File: config.mk
export PLATFORM = sky130hd
export DESIGN_NAME = iccm_arbiter_flat
export DESIGN_NICKNAME = d
export VERILOG_FILES = /design/src/rtl/iccm_arbiter_if.sv /design/src/rtl/iccm_arbiter.sv /design/src/flat_wrapper.sv
export SDC_FILE = /design/constraint.sdc
export NUM_CORES = 1
export LEC_CHECK = 0
export CAP_MARGIN = 15
export CORE_AREA = 3 3 84 86
export DETAILED_ROUTE_END_ITERATION = 8
export DIE_AREA = 0 0 87 89
export GPL_TIMING_DRIVEN = 1
export PLACE_DENSITY = 0.77
export SYNTH_ARGS = -nofsm -noshare
export SYNTH_HDL_FRONTEND = slang
export SYNTH_SLANG_ARGS = --single-unit
File: constraint.sdc
create_clock -name clock -period 1.9 [get_ports clock]
set_clock_uncertainty 0.15 [all_clocks]
set_input_delay 0.38 -clock clock [delete_from_list [all_inputs] [get_ports clock]]
set_output_delay 0.38 -clock clock [all_outputs]
set_load 0.005 [all_outputs]
File: src/rtl/iccm_arbiter_if.sv
// iccm_arbiter_if: fetch, host and memory-side signals of the ICCM arbiter
//   fetch : f_req, f_addr -> f_gnt, f_rdata, f_rvalid
//   host  : h_req, h_we, h_addr, h_wdata, h_wmask -> h_gnt, h_rdata, h_rvalid, h_err
//   memory: mem_req, mem_we, mem_addr, mem_wdata, mem_wmask <- mem_rdata, mem_rvalid
//   slave modport = arbiter view, master modport = requesters/memory view
interface iccm_arbiter_if #(
   parameter int ADDR_WIDTH = 12,
   parameter int DATA_WIDTH = 32
);
   logic                    f_req;
   logic [ADDR_WIDTH-1:0]   f_addr;
   logic                    f_gnt;
   logic [DATA_WIDTH-1:0]   f_rdata;
   logic                    f_rvalid;
   logic                    h_req;
   logic                    h_we;
   logic [ADDR_WIDTH-1:0]   h_addr;
   logic [DATA_WIDTH-1:0]   h_wdata;
   logic [DATA_WIDTH/8-1:0] h_wmask;
   logic                    h_gnt;
   logic [DATA_WIDTH-1:0]   h_rdata;
   logic                    h_rvalid;
   logic                    h_err;
   logic                    mem_req;
   logic                    mem_we;
   logic [ADDR_WIDTH-1:0]   mem_addr;
   logic [DATA_WIDTH-1:0]   mem_wdata;
   logic [DATA_WIDTH/8-1:0] mem_wmask;
   logic [DATA_WIDTH-1:0]   mem_rdata;
   logic                    mem_rvalid;
   modport slave (
      input  f_req, f_addr, h_req, h_we, h_addr, h_wdata, h_wmask, mem_rdata, mem_rvalid,
      output f_gnt, f_rdata, f_rvalid, h_gnt, h_rdata, h_rvalid, h_err,
             mem_req, mem_we, mem_addr, mem_wdata, mem_wmask
   );
   modport master (
      output f_req, f_addr, h_req, h_we, h_addr, h_wdata, h_wmask, mem_rdata, mem_rvalid,
      input  f_gnt, f_rdata, f_rvalid, h_gnt, h_rdata, h_rvalid, h_err,
             mem_req, mem_we, mem_addr, mem_wdata, mem_wmask
   );
endinterface

File: src/rtl/iccm_arbiter.sv
// iccm_arbiter: boot sequencer + round-robin arbiter sharing one ICCM port between fetch and host
//   clock, reset (sync, active-high), boot_done (level, leaves BOOT), booting (high in BOOT)
//   bus: iccm_arbiter_if.slave carrying fetch, host and memory ports
//   ICCM_ARB_WPROT_EN: when defined, host writes in RUN are granted, dropped and answered with h_err
module iccm_arbiter #(
   parameter int ADDR_WIDTH = 12,
   parameter int DATA_WIDTH = 32,
   parameter bit BOOT_HOLD  = 1'b1
) (
   input  logic clock,
   input  logic reset,
   input  logic boot_done,
   output logic booting,
   iccm_arbiter_if.slave bus
);
   typedef enum logic {BOOT, RUN} state_t;
   state_t state;
   logic pri;
   logic o_valid, o_host, o_write, o_err;
   logic run, wp, h_fwd;
   always_comb begin
      run = state == RUN;
`ifdef ICCM_ARB_WPROT_EN
      wp = run && bus.h_we;
`else
      wp = 1'b0;
`endif
      // pri = 0 favours fetch, 1 favours host; fetch is never granted in BOOT
      bus.f_gnt = !reset && run && bus.f_req && (!bus.h_req || !pri);
      bus.h_gnt = !reset && bus.h_req && (!run || !bus.f_req || pri);
      // a protected write still consumes the slot but never reaches memory
      h_fwd = bus.h_gnt && !wp;
      bus.mem_req = bus.f_gnt || h_fwd;
      bus.mem_we = h_fwd && bus.h_we;
      bus.mem_addr = bus.f_gnt ? bus.f_addr : h_fwd ? bus.h_addr : '0;
      bus.mem_wdata = h_fwd ? bus.h_wdata : '0;
      bus.mem_wmask = h_fwd ? bus.h_wmask : '0;
      // responses are steered by the owner of last cycle's grant; writes answer locally
      bus.f_rvalid = !reset && o_valid && !o_host && bus.mem_rvalid;
      bus.f_rdata = bus.f_rvalid ? bus.mem_rdata : '0;
      bus.h_rvalid = !reset && o_valid && o_host && (o_write || bus.mem_rvalid);
      bus.h_rdata = (bus.h_rvalid && !o_write) ? bus.mem_rdata : '0;
      bus.h_err = bus.h_rvalid && o_err;
   end
   always_ff @(posedge clock) begin
      if (reset) begin
         state   <= BOOT_HOLD ? BOOT : RUN;
         booting <= BOOT_HOLD;
         pri     <= 1'b0;
         o_valid <= 1'b0;
         o_host  <= 1'b0;
         o_write <= 1'b0;
         o_err   <= 1'b0;
      end else begin
         if (state == BOOT && boot_done) begin
            state   <= RUN;
            booting <= 1'b0;
         end
         if (run && (bus.f_gnt || bus.h_gnt))
            pri <= bus.f_gnt;
         o_valid <= bus.f_gnt || bus.h_gnt;
         o_host  <= bus.h_gnt;
         o_write <= bus.h_gnt && bus.h_we;
         o_err   <= bus.h_gnt && wp;
      end
   end
endmodule

File: src/flat_wrapper.sv
// flat-port wrapper written by rule: the top's interface ports become plain ports
module iccm_arbiter_flat 
#(
   parameter int ADDR_WIDTH = 12,
   parameter int DATA_WIDTH = 32,
   parameter bit BOOT_HOLD  = 1'b1
)
  (clock, reset, boot_done, booting, bus_f_req, bus_f_addr, bus_h_req, bus_h_we, bus_h_addr, bus_h_wdata, bus_h_wmask, bus_mem_rdata, bus_mem_rvalid, bus_f_gnt, bus_f_rdata, bus_f_rvalid, bus_h_gnt, bus_h_rdata, bus_h_rvalid, bus_h_err, bus_mem_req, bus_mem_we, bus_mem_addr, bus_mem_wdata, bus_mem_wmask);
  iccm_arbiter_if #(.ADDR_WIDTH(ADDR_WIDTH), .DATA_WIDTH(DATA_WIDTH)) bus_i ();
  input  logic clock;
  input  logic reset;
  input  logic boot_done;
  output logic booting;
  input wire logic [$bits(bus_i.f_req)-1:0] bus_f_req;
  input wire logic [$bits(bus_i.f_addr)-1:0] bus_f_addr;
  input wire logic [$bits(bus_i.h_req)-1:0] bus_h_req;
  input wire logic [$bits(bus_i.h_we)-1:0] bus_h_we;
  input wire logic [$bits(bus_i.h_addr)-1:0] bus_h_addr;
  input wire logic [$bits(bus_i.h_wdata)-1:0] bus_h_wdata;
  input wire logic [$bits(bus_i.h_wmask)-1:0] bus_h_wmask;
  input wire logic [$bits(bus_i.mem_rdata)-1:0] bus_mem_rdata;
  input wire logic [$bits(bus_i.mem_rvalid)-1:0] bus_mem_rvalid;
  output wire logic [$bits(bus_i.f_gnt)-1:0] bus_f_gnt;
  output wire logic [$bits(bus_i.f_rdata)-1:0] bus_f_rdata;
  output wire logic [$bits(bus_i.f_rvalid)-1:0] bus_f_rvalid;
  output wire logic [$bits(bus_i.h_gnt)-1:0] bus_h_gnt;
  output wire logic [$bits(bus_i.h_rdata)-1:0] bus_h_rdata;
  output wire logic [$bits(bus_i.h_rvalid)-1:0] bus_h_rvalid;
  output wire logic [$bits(bus_i.h_err)-1:0] bus_h_err;
  output wire logic [$bits(bus_i.mem_req)-1:0] bus_mem_req;
  output wire logic [$bits(bus_i.mem_we)-1:0] bus_mem_we;
  output wire logic [$bits(bus_i.mem_addr)-1:0] bus_mem_addr;
  output wire logic [$bits(bus_i.mem_wdata)-1:0] bus_mem_wdata;
  output wire logic [$bits(bus_i.mem_wmask)-1:0] bus_mem_wmask;
  assign bus_i.f_req = bus_f_req;
  assign bus_i.f_addr = bus_f_addr;
  assign bus_i.h_req = bus_h_req;
  assign bus_i.h_we = bus_h_we;
  assign bus_i.h_addr = bus_h_addr;
  assign bus_i.h_wdata = bus_h_wdata;
  assign bus_i.h_wmask = bus_h_wmask;
  assign bus_i.mem_rdata = bus_mem_rdata;
  assign bus_i.mem_rvalid = bus_mem_rvalid;
  assign bus_f_gnt = bus_i.f_gnt;
  assign bus_f_rdata = bus_i.f_rdata;
  assign bus_f_rvalid = bus_i.f_rvalid;
  assign bus_h_gnt = bus_i.h_gnt;
  assign bus_h_rdata = bus_i.h_rdata;
  assign bus_h_rvalid = bus_i.h_rvalid;
  assign bus_h_err = bus_i.h_err;
  assign bus_mem_req = bus_i.mem_req;
  assign bus_mem_we = bus_i.mem_we;
  assign bus_mem_addr = bus_i.mem_addr;
  assign bus_mem_wdata = bus_i.mem_wdata;
  assign bus_mem_wmask = bus_i.mem_wmask;
  iccm_arbiter #(.ADDR_WIDTH(ADDR_WIDTH), .DATA_WIDTH(DATA_WIDTH), .BOOT_HOLD(BOOT_HOLD)) u_core (.clock(clock), .reset(reset), .boot_done(boot_done), .booting(booting), .bus(bus_i));
endmodule
# Word level (Yosys, flattened, before mapping)
# Index checks and enable logic that the tools add are counted.
dict set report classes {
  n_mux 6
  bitwise_logic 1
  n_reduce_logical 26
}
# operator count
set ops {}
lappend ops {{$mux W32} 3}
lappend ops {{$mux W12} 2}
lappend ops {{$logic_and A1 B1 Y1} 14}
lappend ops {{$logic_not A1 Y1} 7}
lappend ops {{$logic_or A1 B1 Y1} 5}
lappend ops {{$mux W4} 1}
lappend ops {{$not A1 Y1} 1}
dict set report word_totals {
  reg_bits 6
  in_bits 99
  out_inout_bits 120
  wordCells 39
}

# Longest topological paths before layout
# Gate-level depths: netlist of run 1.
dict set report depth {
  depth_word 6
  depth_mapped 5
  depth_no_buf 3
}

# Worst setup path after synthesis of run 1
# Ideal clock, no wire load.
dict set report synth_path {
  path_kind {input to output}
  from {input reset}
  to {output bus_h_rdata[10]}
  t_arrival_ns 1.195
  required_time_ns 1.370
  slack_ns 0.175
  path_stages 5
  path_buffers 2
  path_cell_list {buf_6 -> nand3b_4 -> nor3b_4 -> buf_6 -> and2_1}
}
dict set report synth_between {
  elab_chain_cells 6
}
# element line
set synth_rtl {}
lappend synth_rtl {{start: declaration} flat_wrapper.sv:11} ;# input logic reset;
lappend synth_rtl {{$logic_not A1 Y1} iccm_arbiter.sv:41} ;# bus.h_rvalid = !reset && o_valid && o_host && (o_write || bus.mem_rvalid);
lappend synth_rtl {{$logic_and A1 B1 Y1 (3 in a row)} iccm_arbiter.sv:41}
lappend synth_rtl {{$logic_and A1 B1 Y1} iccm_arbiter.sv:42} ;# bus.h_rdata = (bus.h_rvalid && !o_write) ? bus.mem_rdata : '0;
lappend synth_rtl {{$mux W32} iccm_arbiter.sv:42}
lappend synth_rtl {{end: declaration} flat_wrapper.sv:27} ;# output wire logic [$bits(bus_i.h_rdata)-1:0] bus_h_rdata;
# No other way between the ends.

# Worst setup path in the final report of run 1
dict set report layout_path {
  from {register u_core.pri}
  to {output bus_mem_addr[2]}
}
dict set report layout_between {
  elab_chain_cells 4
  word_cells_on_any_way 7
  classes_between {mux: 2; reduce/logical: 5}
}
# element line
set layout_rtl {}
lappend layout_rtl {{start: declaration} iccm_arbiter.sv:18} ;# logic pri;
lappend layout_rtl {{start signal: assignment} iccm_arbiter.sv:60} ;# pri <= bus.f_gnt;
lappend layout_rtl {{$logic_or A1 B1 Y1 / $logic_not A1 Y1 (equally long branches)} {iccm_arbiter.sv:30, iccm_arbiter.sv:29}}
lappend layout_rtl {{$logic_and A1 B1 Y1 / $logic_or A1 B1 Y1 (equally long branches)} {iccm_arbiter.sv:30, iccm_arbiter.sv:29}}
lappend layout_rtl {{$mux W12 / $logic_and A1 B1 Y1 (equally long branches)} {iccm_arbiter.sv:35, iccm_arbiter.sv:29}}
lappend layout_rtl {{$mux W12 (*)} iccm_arbiter.sv:35} ;# bus.mem_addr = bus.f_gnt ? bus.f_addr : h_fwd ? bus.h_addr : '0;
lappend layout_rtl {{end: declaration} flat_wrapper.sv:32} ;# output wire logic [$bits(bus_i.mem_addr)-1:0] bus_mem_addr;
# Mark *: on every way between the ends. The rest lies on a longest branch, timed or not.

==> reports/results.ini, run 1 <==
[outcome]
status = complete, but fails checks
violations = setup timing

[power]
p_leak_nw = 2.07
power.density_nw_per_um2 = 225
irDropWorstVdd_uv = 221

[synth]
synth_mux_area_frac = 0
synth_top_family_by_area = simple AND/OR/NAND/NOR gates
postSynth.asyncResetShare = 0
yosys.area_share.simple = 0.669
postSynthCellCount = 160
synth-xor-area-share = 0
synth.top_cell.area_share = 0.365
yosys-top-cells-area = and2_1, and3_1, dfxtp_1, a22o_1, buf_6
synth_edf_count = 0
synth_top_area_cell = and2_1
synth_most_common_cell = and2_1
synth_cell_type_count = 20
ys_warn_count = 0
ys_ff_latch = 6
netlist_area_um2 = 1130
synth-compound-area-share = 0.120
yosysSeqAreaShare = 0.106
synthesis.nets = 259
yosys-top-cells-count = and2_1, and3_1, a22o_1
synthFlopType = dfxtp_1
syn_avg_cell_area_um2 = 7.06
synth_fa_ha_area_frac = 0

[global_routing]
grt_overflow = 0
antenna_found_initial = 1
grt_pass1_vias = 2232
grt_max_degree = 40
grt.total_usage = 0.179
grt_pass1_wl_um = 11000

[cells_and_area]
nets = 513
drive_gt1_frac = 0.650
area_delta_synth_final_pct = 286

[worst_setup_path]
cp-start-kind = flop
rr_startpoint = u_core.pri$_SDFFE_PP0P_
cp-end-kind = output port
r2r_end = u_core.o_write$_SDFF_PP0_
critPathMaxFanout = 3
crit_type = reg2out
cp.arrival_ps = 1490
reg2reg_setup_slack_ps = 450
cp.required_ps = 1370
rr_worst_depth = 5

[placement]
hpwl_um = 5350
port_buffers = 217
dp_slack_ps = -766
gp_congestion = 0.779

[route]
ant_nets = 0
wl_met1_um = 2830
wl_met3_um = 886
drtPass1Iterations = 4
wl_per_cell_um = 17.0
vias_per_cell = 4.56
wirelength_um = 8350
num_vias = 2236
drt_first_iter_violations = 26
routed.top_layer = met4
drc = 0
wl_met2_um = 4480

[clocking]
htreeDepth = 1
clk_pin_slew_ps = 40
clock_latency_ps = 220
numCtsBuffers = 3
tritoncts = done
clock_sinks = 6
clk_path_buf_depth = 2
root_buffer = clkbuf_8

[sta]
timing.final.ws_setup_ps = -123
max_freq_ghz = 0.494
hold_slack_ps = 300
finalSetupViolations = 58
rsz0062_at_grt = true
period_share = 1.06
min_period_ps = 2020
slew_violations = 0
finalHoldViolations = 0

[worst_hold_path]
hold_path_depth = 3
hp-class = in2reg
hp-start = reset
holdPathEnd = u_core.run$_SDFFE_PP0P_

[die]
die_h_um = 89
core-area_um2 = 6350
placementRows = 29
ios = 219
dieArea_um2 = 7740
die_w_um = 87
initial_core_util = 0.178

[run]
maxCapViolations = 0

## metrics by stage
stage	TNS, ps	cell area (µm²)	power [mW]	util	instances
4_1_cts	-7730	3750	0.870	0.591	488
3_3_place_gp	-77530	3400	0.617	0.535	446
5_1_grt	-6630	4360	1.03	0.686	490
2_1_floorplan	0	1130	0.256	-	160
6_report	-2190	4360	0.979	0.686	490
3_5_place_dp	-81950	3400	0.623	0.535	446
## layout by cell type, fill, tap and decap left out, types with 5 or more instances in the layout
| cell | instances |
|---|---|
| buf_4 | 7 |
| clkbuf_2 | 8 |
| nor2_1 | 6 |
| a22o_1 | 12 |
| buf_6 | 111 |
| and3_4 | 37 |
| buf_16 | 5 |
| buf_12 | 8 |
| and2_4 | 50 |
| clkdlybuf4s50_1 | 96 |
| and2_1 | 16 |
| buf_2 | 22 |
## layer usage
layer | up-vias | global-route usage
li1 | 1046 | -
met3 | 12 | 0.0406
met1 | 1034 | 0.177
met2 | 144 | 0.362
met5 | - | 0
met4 | 0 | 0.0637
## worst max path at each step
stage | startpoint | end | cells after the start
2_1_floorplan | reset | bus_h_rdata[10] | 5
3_3_place_gp | reset | bus_h_rdata[28] | 6
3_5_place_dp | reset | bus_h_rdata[21] | 6
4_1_cts | u_core.o_valid$_SDFF_PP0_ | bus_h_rdata[18] | 8
5_1_grt | u_core.pri$_SDFFE_PP0P_ | bus_mem_addr[2] | 7
6_report | u_core.pri$_SDFFE_PP0P_ | bus_mem_addr[2] | 7
## state kept, by name, indices dropped and copies added, names as in the netlist
signal          count
u_core.booting      1
u_core.o_host       1
u_core.o_valid      1
u_core.o_write      1
u_core.pri          1
u_core.run          1
## where the power goes
| group | leakage, nW | internal [mW] | switching [mW] | total [mW] |
|---|---|---|---|---|
| clock network | 0.0216 | 0.136 | 0.0560 | 0.192 |
| registers | 0.0512 | 0.135 | 0.00782 | 0.143 |
| logic | 2.00 | 0.451 | 0.192 | 0.643 |
## final cells by class
cell class                 instances  area (µm²)
multi-input combinational        136        1230
sequential                         6         128
tap                               77        96.3
timing repair buffer             267        2860
fill                             486        1990
antenna                            1        2.50
clock buffer                       3        41.3
## critical path, cell delays in order, from the launching register on
cell and delay, ps:
dfxtp_2 320, buf_6 120, a211oi_4 240, buf_6 150, buf_6 90, buf_6 80, a22o_1 150, buf_2 120
## cell families (layout without fill, tap and decap cells)
kind of cell,Yosys count,in the layout
and+or+nand+nor,119,119
buffers and inverters,18,270
AOI/OAI and AO/OA,16,16
DFF,6,6
other,1,2
## what timing repair did
| item | CTS | global route |
|---|---|---|
| hold buffers | 0 | 0 |
| gates resized for setup | 521 | 173 |
| pin swaps | 29 | 49 |
| gates cloned | 9 | 3 |
| endpoints found under the setup margin | 118 | 116 |
| setup buffers | 32 | 5 |
Power figures use the tool's default switching activity.
==> run 2: changes to the inputs <==
--- a/config.mk
+++ b/config.mk
@@ -10,7 +10,7 @@
 export DETAILED_ROUTE_END_ITERATION = 8
 export DIE_AREA = 0 0 87 89
 export GPL_TIMING_DRIVEN = 1
-export PLACE_DENSITY = 0.77
+export PLACE_DENSITY = 0.74
 export SYNTH_ARGS = -nofsm -noshare
 export SYNTH_HDL_FRONTEND = slang
 export SYNTH_SLANG_ARGS = --single-unit
==> run 2 against run 1 <==
  * The run still ends with setup timing left
  * Core utilization grew 2.4 points
  * Flip-flop and latch count did not move
  * Cell area rose by 3.6%
  * Sequential power about the same
  * Total power increased by 2.0%
  * Combinational power grew 3%
  * Critical path depth stayed put
  * Final cell count grew 2.7%
==> reports/results.ini, run 2 (synthesis results as in run 1) <==
[outcome]
status = complete, but fails checks
violations = setup timing

[global_routing]
grt_pass1_vias = 2390  ; +7.1%
grt_overflow = 0  ; unchanged
grt_pass1_wl_um = 12300  ; +11%
grt.total_usage = 0.201  ; +0.0215
antenna_found_initial = 0  ; -1
grt_max_degree = 11  ; -73%

[die]
dieArea_um2 = 7740  ; unchanged
ios = 219  ; unchanged
initial_core_util = 0.178  ; unchanged
die_h_um = 89  ; unchanged
core-area_um2 = 6350  ; unchanged
die_w_um = 87  ; unchanged
placementRows = 29  ; unchanged

[sta]
rsz0062_at_grt = true
max_freq_ghz = 0.485  ; -1.9%
slew_violations = 0  ; unchanged
finalSetupViolations = 74  ; +28%
hold_slack_ps = 192  ; -107 ps
period_share = 1.09  ; +0.0212
finalHoldViolations = 0  ; unchanged
fin_setup_tns_ps = -3860  ; -1670 ps
timing.final.ws_setup_ps = -163  ; -40.2 ps
min_period_ps = 2060  ; +40.2 ps

[power]
total_power_mw = 0.999  ; +2.0%
power.density_nw_per_um2 = 221  ; -1.5%
irDropWorstVdd_uv = 189  ; -15%
p_leak_nw = 2.20  ; +6.0%

[clocking]
clock_sinks = 6  ; unchanged
hold_buffers = 0  ; unchanged
htreeDepth = 1  ; unchanged
clock_latency_ps = 220  ; about the same
clk_path_buf_depth = 2  ; unchanged
clk_pin_slew_ps = 40  ; about the same
root_buffer = clkbuf_8
numCtsBuffers = 3  ; unchanged
tritoncts = done

[route]
ant_nets = 0  ; unchanged
wl_per_cell_um = 18.8  ; +10%
drt_first_iter_violations = 39  ; +50%
routed.top_layer = met4
vias_per_cell = 4.55  ; -0.36%
wl_met1_um = 3110  ; +9.9%
drc = 0  ; unchanged
drtPass1Iterations = 4  ; unchanged
wl_met3_um = 928  ; +4.7%
wl_met2_um = 5310  ; +19%
wirelength_um = 9450  ; +13%
num_vias = 2287  ; +2.3%

[placement]
port_buffers = 217  ; unchanged
placed_cells = 447  ; +0.22%
gp_congestion = 0.781  ; +0.27%
dp_slack_ps = -822  ; -56.0 ps
hpwl_um = 5470  ; +2.1%

[worst_hold_path]
hp-start = reset
hp-class = in2reg
hold_path_depth = 2  ; -1
holdPathEnd = u_core.o_valid$_SDFF_PP0_

[cells_and_area]
fill_cells = 450  ; -7.4%
nets = 527  ; +2.7%
area_delta_synth_final_pct = 299
layout_common_cells = buf_6, clkdlybuf4s50_1, and2_4, and3_4, buf_2
stdcell_count = 503  ; +2.7%
diodes = 0  ; -1
drive_gt1_frac = 0.674  ; +0.0232
layout_commonest_cell = buf_6

[worst_setup_path]
critPathMaxFanout = 3  ; unchanged
critPathBufInv = 5  ; unchanged
cp.required_ps = 1370  ; about the same
crit_type = reg2out
crit_path_max_incr_delay_ps = 320  ; about the same
critPathSlowestCell = dfxtp_2
reg2reg_setup_slack_ps = 480  ; +30 ps
rr_worst_depth = 5  ; unchanged
path_cells = buf_6, a211oi_4, buf_6, buf_6, buf_6, a22o_1, buf_2
cp-end-kind = output port
rr_startpoint = u_core.pri$_SDFFE_PP0P_
critical-path-top-delay-family = buffers and inverters
path_depth = 7  ; unchanged
cp-start-kind = flop
cpMostUsedCell = buf_6
cp.arrival_ps = 1530  ; +40 ps
r2r_end = u_core.o_write$_SDFF_PP0_

[run]
maxCapViolations = 0  ; unchanged

[run 2: changes by cell type in the layout (fill, tap and decap cells not counted), moves of 3 or more]
cell | before | now
and2_1 | 16 | 7
and2_4 | 50 | 60
and3_1 | 1 | 8
and3_4 | 37 | 30
buf_2 | 22 | 26
buf_4 | 7 | 13
buf_6 | 111 | 114
buf_8 | 1 | 4
clkdlybuf4s15_2 | 3 | 0
[run 2: timing repair]
| item | in CTS | in global routing |
|---|---|---|
| cloned | 14 | 3 |
| endpoints found under the setup margin | 118 | 111 |
| buffers inserted | 40 | 10 |
| resized for setup | 572 | 153 |
| pin swaps | 51 | 48 |
[run 2: worst max path at each step]
stage | slack [ps] | start | end
final | -160 | u_core.pri$_SDFFE_PP0P_ | bus_mem_addr[9]
after global routing | -220 | u_core.run$_SDFFE_PP0P_ | bus_mem_addr[4]
after CTS | -170 | u_core.o_valid$_SDFF_PP0_ | bus_h_rdata[28]
after detailed placement | -820 | reset | bus_h_rdata[3]
after global placement | -790 | reset | bus_h_rdata[4]
after floorplan | 170 | reset | bus_h_rdata[10]
[run 2: where the power goes]
part | internal [mW] | switching (mW)
Sequential | 0.135 | 0.00825
Clock | 0.136 | 0.0565
Combinational | 0.460 | 0.203
Total | 0.731 | 0.267
[run 2: layout make-up]
cell class / count / area, µm² / share of cell area
clock buffers: 3 / 41.3 / 0.00915
flip-flops and latches: 6 / 128 / 0.0283
well taps: 77 / 96.3 / 0.0214
repair buffers: 280 / 3020 / 0.668
multi-input cells: 137 / 1230 / 0.273
[run 2: stage by stage]
step	util	cell area (µm²)
CTS	0.628	3990
floorplan	-	1130
detailed placement	0.536	3410
global placement	0.536	3410
finish	0.711	4510
global route	0.711	4510
[run 2: layer usage]
metal,up-vias,global-route usage
met3,11,0.0424
met4,0,0.0142
met5,-,0
li1,1075,-
met2,148,0.427
met1,1053,0.204
